===== config.mk =====
export PLATFORM = sky130hd
export DESIGN_NAME = mem_arbiter
export DESIGN_NICKNAME = d
export VERILOG_FILES = /design/src/rtl/mem_arb_pkg.sv /design/src/rtl/mem_arb_timer.sv /design/src/rtl/mem_arbiter.sv
export SDC_FILE = /design/constraint.sdc
export NUM_CORES = 1
export LEC_CHECK = 0
export CAP_MARGIN = 30
export CELL_PAD_IN_SITES_DETAIL_PLACEMENT = 1
export CELL_PAD_IN_SITES_GLOBAL_PLACEMENT = 1
export CORE_UTILIZATION = 31
export DETAILED_ROUTE_END_ITERATION = 6
export PLACE_DENSITY_LB_ADDON = 0.1
export SLEW_MARGIN = 25
export SYNTH_ARGS = -nofsm -noshare
export SYNTH_HDL_FRONTEND = slang
export SYNTH_SLANG_ARGS = --single-unit

===== constraint.sdc =====
create_clock -name clk -period 4.7 [get_ports clk]
set_input_delay 0.705 -clock clk [delete_from_list [all_inputs] [get_ports clk]]
set_output_delay 0.705 -clock clk [all_outputs]
set_load 0.02 [all_outputs]

===== src/rtl/mem_arb_pkg.sv =====
// Shared types and constants for the SPI memory-controller arbiter.
package mem_arb_pkg;

   typedef enum logic [1:0] {
      IDLE    = 2'd0,
      BUSY    = 2'd1,
      RELEASE = 2'd2
   } state_e;

   typedef enum logic {
      GNT_IF = 1'b0,
      GNT_D  = 1'b1
   } gnt_e;

   localparam int unsigned WORD_BYTES         = 4;
   localparam int unsigned TIMEOUT_CYCLES_DEF = 4095;

   // Out-of-range byte counts fall back to a full word.
   function automatic logic [3:0] clamp_bytes(input logic [3:0] b);
      return ((b == 4'd0) || (b > 4'(WORD_BYTES))) ? 4'(WORD_BYTES) : b;
   endfunction

endpackage


===== src/rtl/mem_arb_timer.sv =====
// Clearable, enabled up-counter flagging LIMIT enabled cycles; LIMIT of 0 disables it.
module mem_arb_timer
   import mem_arb_pkg::*;
#(
   parameter int unsigned LIMIT = TIMEOUT_CYCLES_DEF
) (
   input  logic clk,
   input  logic rst,
   input  logic clr,
   input  logic en,
   output logic tc_c
);

   localparam int unsigned CNT_W = (LIMIT == 0) ? 1 : $clog2(LIMIT + 1);

   logic [CNT_W-1:0] cnt_q;
   logic [CNT_W-1:0] cnt_d;

   always_comb begin
      cnt_d = cnt_q;
      if (clr) begin
         cnt_d = '0;
      end else if (en && (LIMIT != 0)) begin
         cnt_d = cnt_q + CNT_W'(1);
      end
   end

   always_ff @(posedge clk or posedge rst) begin
      if (rst) begin
         cnt_q <= '0;
      end else begin
         cnt_q <= cnt_d;
      end
   end

   // Fires during the LIMIT-th enabled cycle.
   assign tc_c = (LIMIT != 0) && en && (cnt_q == CNT_W'(LIMIT - 1));

endmodule


===== src/rtl/mem_arbiter.sv =====
// Arbitrates the fetch and data ports onto one SPI memory controller,
// with a starvation bound for fetch and a hung-transaction timeout.
module mem_arbiter
   import mem_arb_pkg::*;
#(
   parameter int unsigned ADDR_W         = 24,
   parameter int unsigned DATA_W         = 32,
   parameter int unsigned DATA_MAX_RUN   = 2,
   parameter int unsigned TIMEOUT_CYCLES = TIMEOUT_CYCLES_DEF
) (
   input  logic              clk,
   input  logic              rst,
   input  logic              if_req,
   input  logic [ADDR_W-1:0] if_addr,
   output logic              if_ack,
   output logic [DATA_W-1:0] if_rdata,
   input  logic              d_req,
   input  logic [ADDR_W-1:0] d_addr,
   input  logic [3:0]        d_bytes,
   output logic              d_ack,
   output logic [DATA_W-1:0] d_rdata,
   output logic              mc_start,
   output logic [ADDR_W-1:0] mc_addr,
   output logic              mc_is_data,
   output logic [3:0]        mc_read_bytes,
   input  logic              mc_done,
   input  logic [DATA_W-1:0] mc_instr,
   input  logic [DATA_W-1:0] mc_data,
   output logic              busy,
   output logic              err
);

   localparam int unsigned RUN_W = (DATA_MAX_RUN < 1) ? 1 : $clog2(DATA_MAX_RUN + 1);

   state_e            state_q, state_d;
   gnt_e              gnt_q, gnt_d;
   logic [RUN_W-1:0]  run_q, run_d;
   logic              mc_start_q, mc_start_d;
   logic [ADDR_W-1:0] mc_addr_q, mc_addr_d;
   logic              mc_is_data_q, mc_is_data_d;
   logic [3:0]        mc_read_bytes_q, mc_read_bytes_d;
   logic              if_ack_q, if_ack_d;
   logic              d_ack_q, d_ack_d;
   logic [DATA_W-1:0] if_rdata_q, if_rdata_d;
   logic [DATA_W-1:0] d_rdata_q, d_rdata_d;
   logic              busy_q, busy_d;
   logic              err_q, err_d;

   logic if_elig, d_elig, pick_d, run_full, timeout_c;

   mem_arb_timer #(.LIMIT(TIMEOUT_CYCLES)) u_timer (
      .clk  (clk),
      .rst  (rst),
      .clr  (state_q != BUSY),
      .en   (state_q == BUSY),
      .tc_c (timeout_c)
   );

   // A requester acked this cycle is still holding req; keep it out of the next pick.
   assign if_elig  = if_req && !if_ack_q;
   assign d_elig   = d_req && !d_ack_q;
   assign run_full = (run_q == RUN_W'(DATA_MAX_RUN));
   assign pick_d   = d_elig && !(if_elig && run_full);

   always_comb begin
      state_d         = state_q;
      gnt_d           = gnt_q;
      run_d           = run_q;
      mc_start_d      = mc_start_q;
      mc_addr_d       = mc_addr_q;
      mc_is_data_d    = mc_is_data_q;
      mc_read_bytes_d = mc_read_bytes_q;
      if_ack_d        = 1'b0;
      d_ack_d         = 1'b0;
      if_rdata_d      = if_rdata_q;
      d_rdata_d       = d_rdata_q;
      busy_d          = busy_q;
      err_d           = err_q;

      unique case (state_q)
         IDLE: begin
            if (if_elig || d_elig) begin
               gnt_d           = pick_d ? GNT_D : GNT_IF;
               mc_addr_d       = pick_d ? d_addr : if_addr;
               mc_is_data_d    = pick_d;
               mc_read_bytes_d = pick_d ? clamp_bytes(d_bytes) : 4'(WORD_BYTES);
               run_d           = (pick_d && if_req) ? (run_full ? run_q : run_q + RUN_W'(1))
                                                    : '0;
               mc_start_d      = 1'b1;
               busy_d          = 1'b1;
               state_d         = BUSY;
            end
         end
         BUSY: begin
            // Completion takes priority over a coincident timeout.
            if (mc_done) begin
               if (gnt_q == GNT_D) d_rdata_d  = mc_data;
               else                if_rdata_d = mc_instr;
               mc_start_d = 1'b0;
               state_d    = RELEASE;
            end else if (timeout_c) begin
               if (gnt_q == GNT_D) d_rdata_d  = '0;
               else                if_rdata_d = '0;
               err_d      = 1'b1;
               mc_start_d = 1'b0;
               state_d    = RELEASE;
            end
         end
         RELEASE: begin
            if_ack_d = (gnt_q == GNT_IF);
            d_ack_d  = (gnt_q == GNT_D);
            busy_d   = 1'b0;
            state_d  = IDLE;
         end
         default: state_d = IDLE;
      endcase
   end

   always_ff @(posedge clk or posedge rst) begin
      if (rst) begin
         state_q         <= IDLE;
         gnt_q           <= GNT_IF;
         run_q           <= '0;
         mc_start_q      <= 1'b0;
         mc_addr_q       <= '0;
         mc_is_data_q    <= 1'b0;
         mc_read_bytes_q <= '0;
         if_ack_q        <= 1'b0;
         d_ack_q         <= 1'b0;
         if_rdata_q      <= '0;
         d_rdata_q       <= '0;
         busy_q          <= 1'b0;
         err_q           <= 1'b0;
      end else begin
         state_q         <= state_d;
         gnt_q           <= gnt_d;
         run_q           <= run_d;
         mc_start_q      <= mc_start_d;
         mc_addr_q       <= mc_addr_d;
         mc_is_data_q    <= mc_is_data_d;
         mc_read_bytes_q <= mc_read_bytes_d;
         if_ack_q        <= if_ack_d;
         d_ack_q         <= d_ack_d;
         if_rdata_q      <= if_rdata_d;
         d_rdata_q       <= d_rdata_d;
         busy_q          <= busy_d;
         err_q           <= err_d;
      end
   end

   assign mc_start      = mc_start_q;
   assign mc_addr       = mc_addr_q;
   assign mc_is_data    = mc_is_data_q;
   assign mc_read_bytes = mc_read_bytes_q;
   assign if_ack        = if_ack_q;
   assign d_ack         = d_ack_q;
   assign if_rdata      = if_rdata_q;
   assign d_rdata       = d_rdata_q;
   assign busy          = busy_q;
   assign err           = err_q;

endmodule


=== After elaboration in Yosys (flattened, before gate mapping) ===
Cells that the tools add are included.

* Register bits: 115
* Input bits: 121
* Word-level logic and storage cells: 79

* $add $sub $neg: 2
* Order comparisons: 1
* Equality and inequality tests: 8
* Mux-type cells: 27
* Bitwise gates (word level): 2
* Reduce and logical (&&, ||, !) cells: 25

{| class="wikitable"
|+ Operator list
! operator !! count
|-
| 32-bit 2-to-1 mux || 8
|-
| 12-bit 2-to-1 mux || 2
|-
| 24-bit 2-to-1 mux || 1
|-
| 3-bit AND reduction || 5
|-
| 12-bit by 1-bit adder with 12-bit output (second input constant) || 1
|-
| 12-bit == test (second input constant) || 1
|-
| 2-bit 2-to-1 mux || 5
|-
| 4-bit 2-to-1 mux || 2
|-
| 2-bit nonzero test || 4
|-
| 1-bit logical AND || 6
|-
| 1-bit 2-to-1 mux || 6
|-
| 2-bit AND reduction || 3
|-
| 2-bit == test (second input constant) || 2
|-
| 4-bit by 3-bit > comparator with 1-bit output (second input constant) || 1
|-
| 4-bit zero test || 1
|-
| 2-bit != test (second input constant) || 2
|-
| 1-bit one-hot mux with 2 select lines || 2
|-
| 2-bit one-hot mux with 2 select lines || 1
|-
| 1-bit zero test || 3
|-
| 3-bit != test (second input constant) || 1
|-
| 2-bit by 1-bit adder with 2-bit output (second input constant) || 1
|-
| 2-bit by 1-bit == test with 1-bit output (second input constant) || 1
|-
| 2-bit zero test || 1
|-
| 1-bit logical OR || 2
|-
| 2 further kinds || 3
|}

=== Depth between registers and ports, before layout ===
* Word-level depth: 8
* Mapped depth: 7
* Depth with buffers taken out: 6

=== Hierarchy ===
Synthesis repeated with hierarchy kept, for this count alone.

* Cells, all modules: 510
* Area, all modules: 4857.2 µm²

{| class="wikitable"
|+ Modules (own cells, without submodules)
! module !! instances !! cells each !! area each (µm²)
|-
| mem_arbiter || 1 || 444 || 4221.5
|-
| mem_arb_timer || 1 || 66 || 635.6
|}

=== Least setup slack after synthesis ===
OpenSTA, ideal clock, no wires.

* Kind: input port to flip-flop
* From: input port d_req
* To: register mc_addr_q[17] (netlist: mc_addr[17])
* Library setup time: 0.134 ns
* Arrival time: 1.616 ns
* Setup slack: 2.950 ns
* Stages: 5
* Buffers on the path: 1
* Cells stage by stage: nor2b_1 -> a21boi_1 -> buf_2 -> mux2i_1 -> o21ai_0

* Cells in the longest elaborated chain, start to end: 3
* Elaborated cells on any way between the ends: 5
* Those cells by class: mux (1); reduce/logical (4)

{| class="wikitable"
|+ Ends and longest elaborated chain
! element !! line !! source
|-
| start: declaration || mem_arbiter.sv:17 || <nowiki>input logic d_req,</nowiki>
|-
| 1-bit logical AND * || mem_arbiter.sv:61 || <nowiki>assign d_elig = d_req && !d_ack_q;</nowiki>
|-
| 1-bit logical AND or 1-bit logical OR (tied branches) || mem_arbiter.sv:63, mem_arbiter.sv:82 ||
|-
| 24-bit 2-to-1 mux or 2-bit AND reduction (tied branches) || n/a ||
|-
| end signal: assignment || mem_arbiter.sv:139 || <nowiki>mc_addr_q <= mc_addr_d;</nowiki>
|-
| end: declaration || mem_arbiter.sv:39 || <nowiki>logic [ADDR_W-1:0] mc_addr_q, mc_addr_d;</nowiki>
|}

Every way passes the cells marked *; elsewhere a longest branch is shown, timed or not.
A chain may end at the register's enable or synchronous reset.

=== Worst setup path after layout ===
* From: input port d_req
* To: register mc_addr_q[21] (netlist: mc_addr[21])

Same word-level chain as after synthesis.

==> flow_metrics.py <==
metrics = {
    "run_status": {
        "outcome": "complete, no violations",
    },
    "synthesis": {
        "ys_warn_count": 0,
        "synth_cell_types": 36,
        "yosys.area.top_type": "dfrtp_1",
        "synth-edff-count": 0,
        "synth_ff_type": "dfrtp_1",
        "synth_adder_area_share": 0.00819,
        "synth_xor_area_frac": 0.0172,
        "synth_top_area_frac": 0.622,
        "synth-seq-cells": 114,
        "synth_commonest_cells": "114 x dfrtp_1, 64 x a22o_1, 33 x nand2_1",
        "synth-simple-area-share": 0.0844,
        "synthTopCellsByArea": "dfrtp_1 62%, a22o_1 12%, mux2i_1 5.2%",
        "syn_inst": 364,
        "synth_area_um2": 4580,
        "avgSynthCellArea_um2": 12.6,
        "syn_nets": 488,
        "muxShareOfSynthArea": 0.0549,
        "synth_compound_area_frac": 0.178,
        "yosysMostFrequentCell": "dfrtp_1",
        "ys_seq_area_frac": 0.622,
        "synth_top_family_by_area": "compound AO/OA/AOI/OAI gates",
        "postSynth.asyncResetShare": 1.00,
    },
    "detailed_routing": {
        "drt_wl_total_um": 14400,
        "firstDrtPassIters": 4,
        "drt-wirelength-per-cell_um": 18.4,
        "drt_iter0_drc": 216,
        "drc": 0,
        "vias_per_cell": 4.90,
        "drtAntennaViolNets": 0,
        "num_vias": 3833,
    },
    "sta": {
        "slew_violations": 0,
        "finalHoldViolCount": 0,
        "min_period_over_period": 0.518,
        "skew_ps": 4.93,
        "holdWs_ps": 480,
        "fmax_ghz": 0.411,
        "layout_setup_ws_ps": 2260,
        "slew_headroom": 0.466,
        "rsz0062_at_grt": "false",
        "fin_crit_ps": 2440,
        "finalSetupViolations": 0,
        "worstMarginPinSlew_ps": 802,
        "fin_tns_setup_ps": 0,
    },
    "worst_setup_path": {
        "crit_chain": "clkdlybuf4s50_1 -> nor2b_1 -> a21boi_4 -> buf_4 -> mux2i_1 -> o21ai_0",
        "cp-end-kind": "flip-flop",
        "cpPeakStageDelay_ps": 450,
        "crit_fanout": 22,
        "ff2ff_path_depth": 6,
        "critPathLaunchType": "input pin",
        "crit_required_ps": 4970,
        "slowest_stage": "clkdlybuf4s50_1",
        "cp.arrival_ps": 2700,
        "crit_type": "input pin to flip-flop",
    },
    "clocking": {
        "cts-buffers-inserted": 17,
        "cts_setup_buffers": 0,
        "cts_sinks": 114,
        "cts_root_buf": "clkbuf_16",
        "clk_latency_ps": 410,
        "cts.repair.resized": 0,
        "h-tree-depth": 4,
        "ctsHoldBuffers": 0,
        "tritoncts": "done",
        "clkTransAtPathRegs_ps": 60,
        "clockBufferDepth": 2,
    },
    "placement": {
        "dp.cells": 750,
        "gp_congestion": 0.731,
        "io_buffers": 218,
        "dp_worst_setup_slack_ps": 1810,
        "place_area_um2": 6970,
        "hpwl_um": 10100,
    },
    "pwr": {
        "comb_power_share": 0.422,
        "power_switching_mw": 1.80,
        "p_total_mw": 5.14,
        "ir_drop_v": 0.000245,
        "p_int_mw": 3.34,
        "p_leak_nw": 3.39,
        "clkPwrFrac": 0.260,
        "swShare": 0.350,
        "power.share.sequential": 0.318,
        "power_density_nw_per_um2": 678,
    },
    "layout": {
        "stdcell_count": 783,
        "nets": 709,
        "nFillCells": 1550,
        "register_area_um2": 2850,
        "areaGrowthSynthToFinish_pct": 65.5,
        "utilization": 0.524,
        "multi_input_area_um2": 1600,
        "drive_above_1_share": 0.0786,
        "final_cell_area_um2": 7580,
    },
    "die": {
        "io_pins": 219,
        "die_width_um": 124,
        "die_height_um": 124,
        "start_util": 0.317,
        "core.rowCount": 44,
        "dieArea_um2": 15300,
        "core_um2": 14500,
    },
    "job": {
        "drv_cap": 0,
    },
    "global_route": {
        "grt_usage": 0.195,
        "grt_pass1_vias": 4085,
        "grt_pass1_wl_um": 22100,
        "grt_max_degree": 64,
        "grt_overflow": 0,
        "antenna_found_initial": 0,
    },
    "worst_hold_path": {
        "worstHoldPathCells": 2,
        "hold_class": "flip-flop to flip-flop",
    },
}
[cells in the final DEF, fill, tap and decap left out, types with 2 or more instances in the layout]
cell type / synthesis / routed
a22o_1: 64 / 64
and3_1: 2 / 2
buf_4: 0 / 6
bufinv_16: 0 / 3
clkbuf_1: 12 / 2
clkbuf_16: 0 / 17
clkbuf_8: 0 / 4
clkdlybuf4s50_1: 0 / 218
clkinv_2: 0 / 3
clkinvlp_4: 0 / 3
dfrtp_1: 114 / 114
ha_1: 3 / 3
inv_1: 6 / 5
mux2i_1: 24 / 24
nand2_1: 33 / 33
nand2b_1: 2 / 2
nand3_1: 6 / 6
nand3_2: 2 / 2
nand4_1: 3 / 3
nand4b_1: 2 / 2
nor2_1: 17 / 17
nor2b_1: 4 / 4
nor3_1: 4 / 2
nor3_2: 0 / 2
o21ai_0: 31 / 31
xnor2_1: 4 / 4
xor2_1: 5 / 5
[layout make-up]
class / instances / area share
multi-input combinational: 221 / 0.211
timing repair buffer: 225 / 0.297
clock buffer: 23 / 0.0643
inverter: 6 / 0.00330
clock inverter: 9 / 0.0168
sequential: 114 / 0.376
tap: 184 / 0.0304
antenna: 1 / 0.000330
[logic make-up (layout without fill, tap and decap cells)]
logic type | count (synthesis) | count (layout)
AO/OA/AOI/OAI | 105 | 105
buffers and inverters | 29 | 263
multiplexers | 25 | 25
XOR/XNOR | 9 | 9
flip-flops | 114 | 114
AND/OR/NAND/NOR | 79 | 79
other | 0 | 1
adder cells (fa/ha/maj) | 3 | 3
[worst max-delay path, delay by kind of cell]
family                 cells  cell delay [ps]
buffers and inverters      2              870
AO/OA/AOI/OAI              2              520
multiplexers               1              240
AND/OR/NAND/NOR            1              360
[registers in the layout, summed over array words and instances (netlist names), 2 cells and up]
signal         flops
state_q            2
u_timer.cnt_q     12
mc_addr           24
if_rdata          32
d_rdata           32
mc_read_bytes      4
run_q              2
[power groups by stage]
stage / Clock, mW / Combinational (mW) / Sequential [mW]
after floorplan: 0 / 0.645 / 2.07
after global placement: 0 / 2.11 / 1.63
after detailed placement: 0 / 2.18 / 1.65
after CTS: 1.37 / 2.20 / 1.64
after global routing: 1.41 / 2.33 / 1.69
final: 1.33 / 2.17 / 1.64
[routing by layer]
layer,share of wire,vias to the layer above,track usage
li1,-,1775,-
met2,0.49,133,0.308
met5,0,-,0
met4,0.015,0,0.0851
met1,0.41,1908,0.236
met3,0.082,17,0.0742
[path summary, 6_finish.rpt]
| check | start | end | slack [ps] |
|---|---|---|---|
| max | d_req | mc_addr[21] | 2260 |
| min | mc_addr[4] | mc_addr[4] | 480 |
| max reg2reg | u_timer.cnt_q[0] | if_rdata[0] | 2270 |
| min reg2reg | mc_addr[4] | mc_addr[4] | 480 |
| max in group asynchronous | rst | u_timer.cnt_q[8] | 2960 |
| min in group asynchronous | rst | if_rdata[24] | 820 |
Note: power is estimated with default switching activity, not from simulation.
==> patch, RTL diff (same settings) <==
Change the parameter `ADDR_W` from 24 to 48.
--- a/src/rtl/mem_arbiter.sv
+++ b/src/rtl/mem_arbiter.sv
@@ -3,7 +3,7 @@
 module mem_arbiter
    import mem_arb_pkg::*;
 #(
-   parameter int unsigned ADDR_W         = 24,
+   parameter int unsigned ADDR_W         = 48,
    parameter int unsigned DATA_W         = 32,
    parameter int unsigned DATA_MAX_RUN   = 2,
    parameter int unsigned TIMEOUT_CYCLES = TIMEOUT_CYCLES_DEF
Interface: changed (resized d_addr, if_addr and mc_addr); port bits go from 219 to 291. No check against the original RTL was run, so the function may have changed too.
==> patch against the unedited design <==
Synthesized area increased by 23%. Setup slack improved by 0.057 ns. Total power increased by 18%. Critical path depth increased by 1. Design area increased by 24%. Synthesized cell count increased by 29%. Wire length increased by 32%. Sequential cell count increased by 24. Critical path type is now register to register. Largest power group unchanged. Highest routed layer unchanged.
==> patch: results (changes against the unedited design) <==
.. list-table::
   :header-rows: 1

   * - Metric
     - Value
   * - Non-Filler Instances
     - 994 (was 783)
   * - Router iterations before antenna repair
     - 6 (was 4)
   * - Instance count of the mapped netlist
     - 470 (was 364)
   * - Total routing usage reported by global routing
     - 0.207 (was 0.195)
   * - Final hold slack
     - 0.482 ns (was 0.480 ns)
   * - Leak Pwr
     - 4.17 nW (was 3.39 nW)
   * - Delay contributed by the slowest stage of the critical path
     - 0.58 ns (was 0.45 ns)
   * - Number of library cell types mapped by synthesis
     - 38 (was 36)
   * - Crit path max fanout
     - 18 (was 22)
   * - Total wire length
     - 18.9 mm (was 14.4 mm)
   * - Detailed-placement wirelength estimate
     - 14.1 mm (was 10.1 mm)
   * - Run status
     - complete, no violations (unchanged)
   * - Cell count of the worst reg-to-reg path
     - 7 (was 6)
   * - Number of global-route vias before repair
     - 5384 (was 4085)
   * - Register-to-register setup slack
     - 2.32 ns (was 2.27 ns)
   * - Met1 wire length
     - 7.21 mm (was 5.86 mm)
   * - Proportion of synthesized chip area in sequential cells
     - 0.613 (was 0.622)
   * - Met2 Track Usage GR
     - 0.357 (was 0.308)
   * - Remaining max-slew budget at the tightest pin
     - 0.429 (was 0.466)
   * - Share of layout cells above drive strength 1
     - 0.0650 (was 0.0786)
   * - DR iter-0 viols
     - 154 (was 216)
   * - Largest delay share family, worst path
     - simple AND/OR/NAND/NOR gates (was buffers and inverters)
   * - Maximum vdd drop
     - 0.281 mV (was 0.245 mV)
   * - Number of antenna repair diodes
     - 0 (was 1)
   * - Routed wire length on met3
     - 1.72 mm (was 1.18 mm)
   * - Setup slack at placement
     - 1.89 ns (was 1.81 ns)
   * - WL met2
     - 9.53 mm (was 7.12 mm)
==> patch: power groups by stage <==
stage                     registers [mW]  logic [mW]  clock network (mW)
final                               2.00        2.72                1.37
after floorplan                     2.55       0.791                   0
after CTS                           2.00        2.77                1.40
after global routing                2.07        2.92                1.45
after detailed placement            2.01        2.75                   0
after global placement              1.98        2.68                   0
==> patch: kinds of logic after synthesis <==
family	Yosys count	synth area share
AO/OA/AOI/OAI	132	0.165
XOR/XNOR	9	0.0140
adder cells (fa/ha/maj)	3	0.00666
buffers and inverters	39	0.0324
flip-flops	138	0.613
multiplexers	48	0.0852
AND/OR/NAND/NOR	101	0.0837
==> patch: final cells by class <==
cell class,count,area (µm²),share of cell area
Clock buffer,18,429,0.0457
Clock inverter,14,175,0.0187
Inverter,7,31.3,0.00333
Multi-Input combinational cell,293,2020,0.215
Sequential cell,138,3450,0.368
Tap cell,225,282,0.0300
Timing Repair Buffer,299,3000,0.319
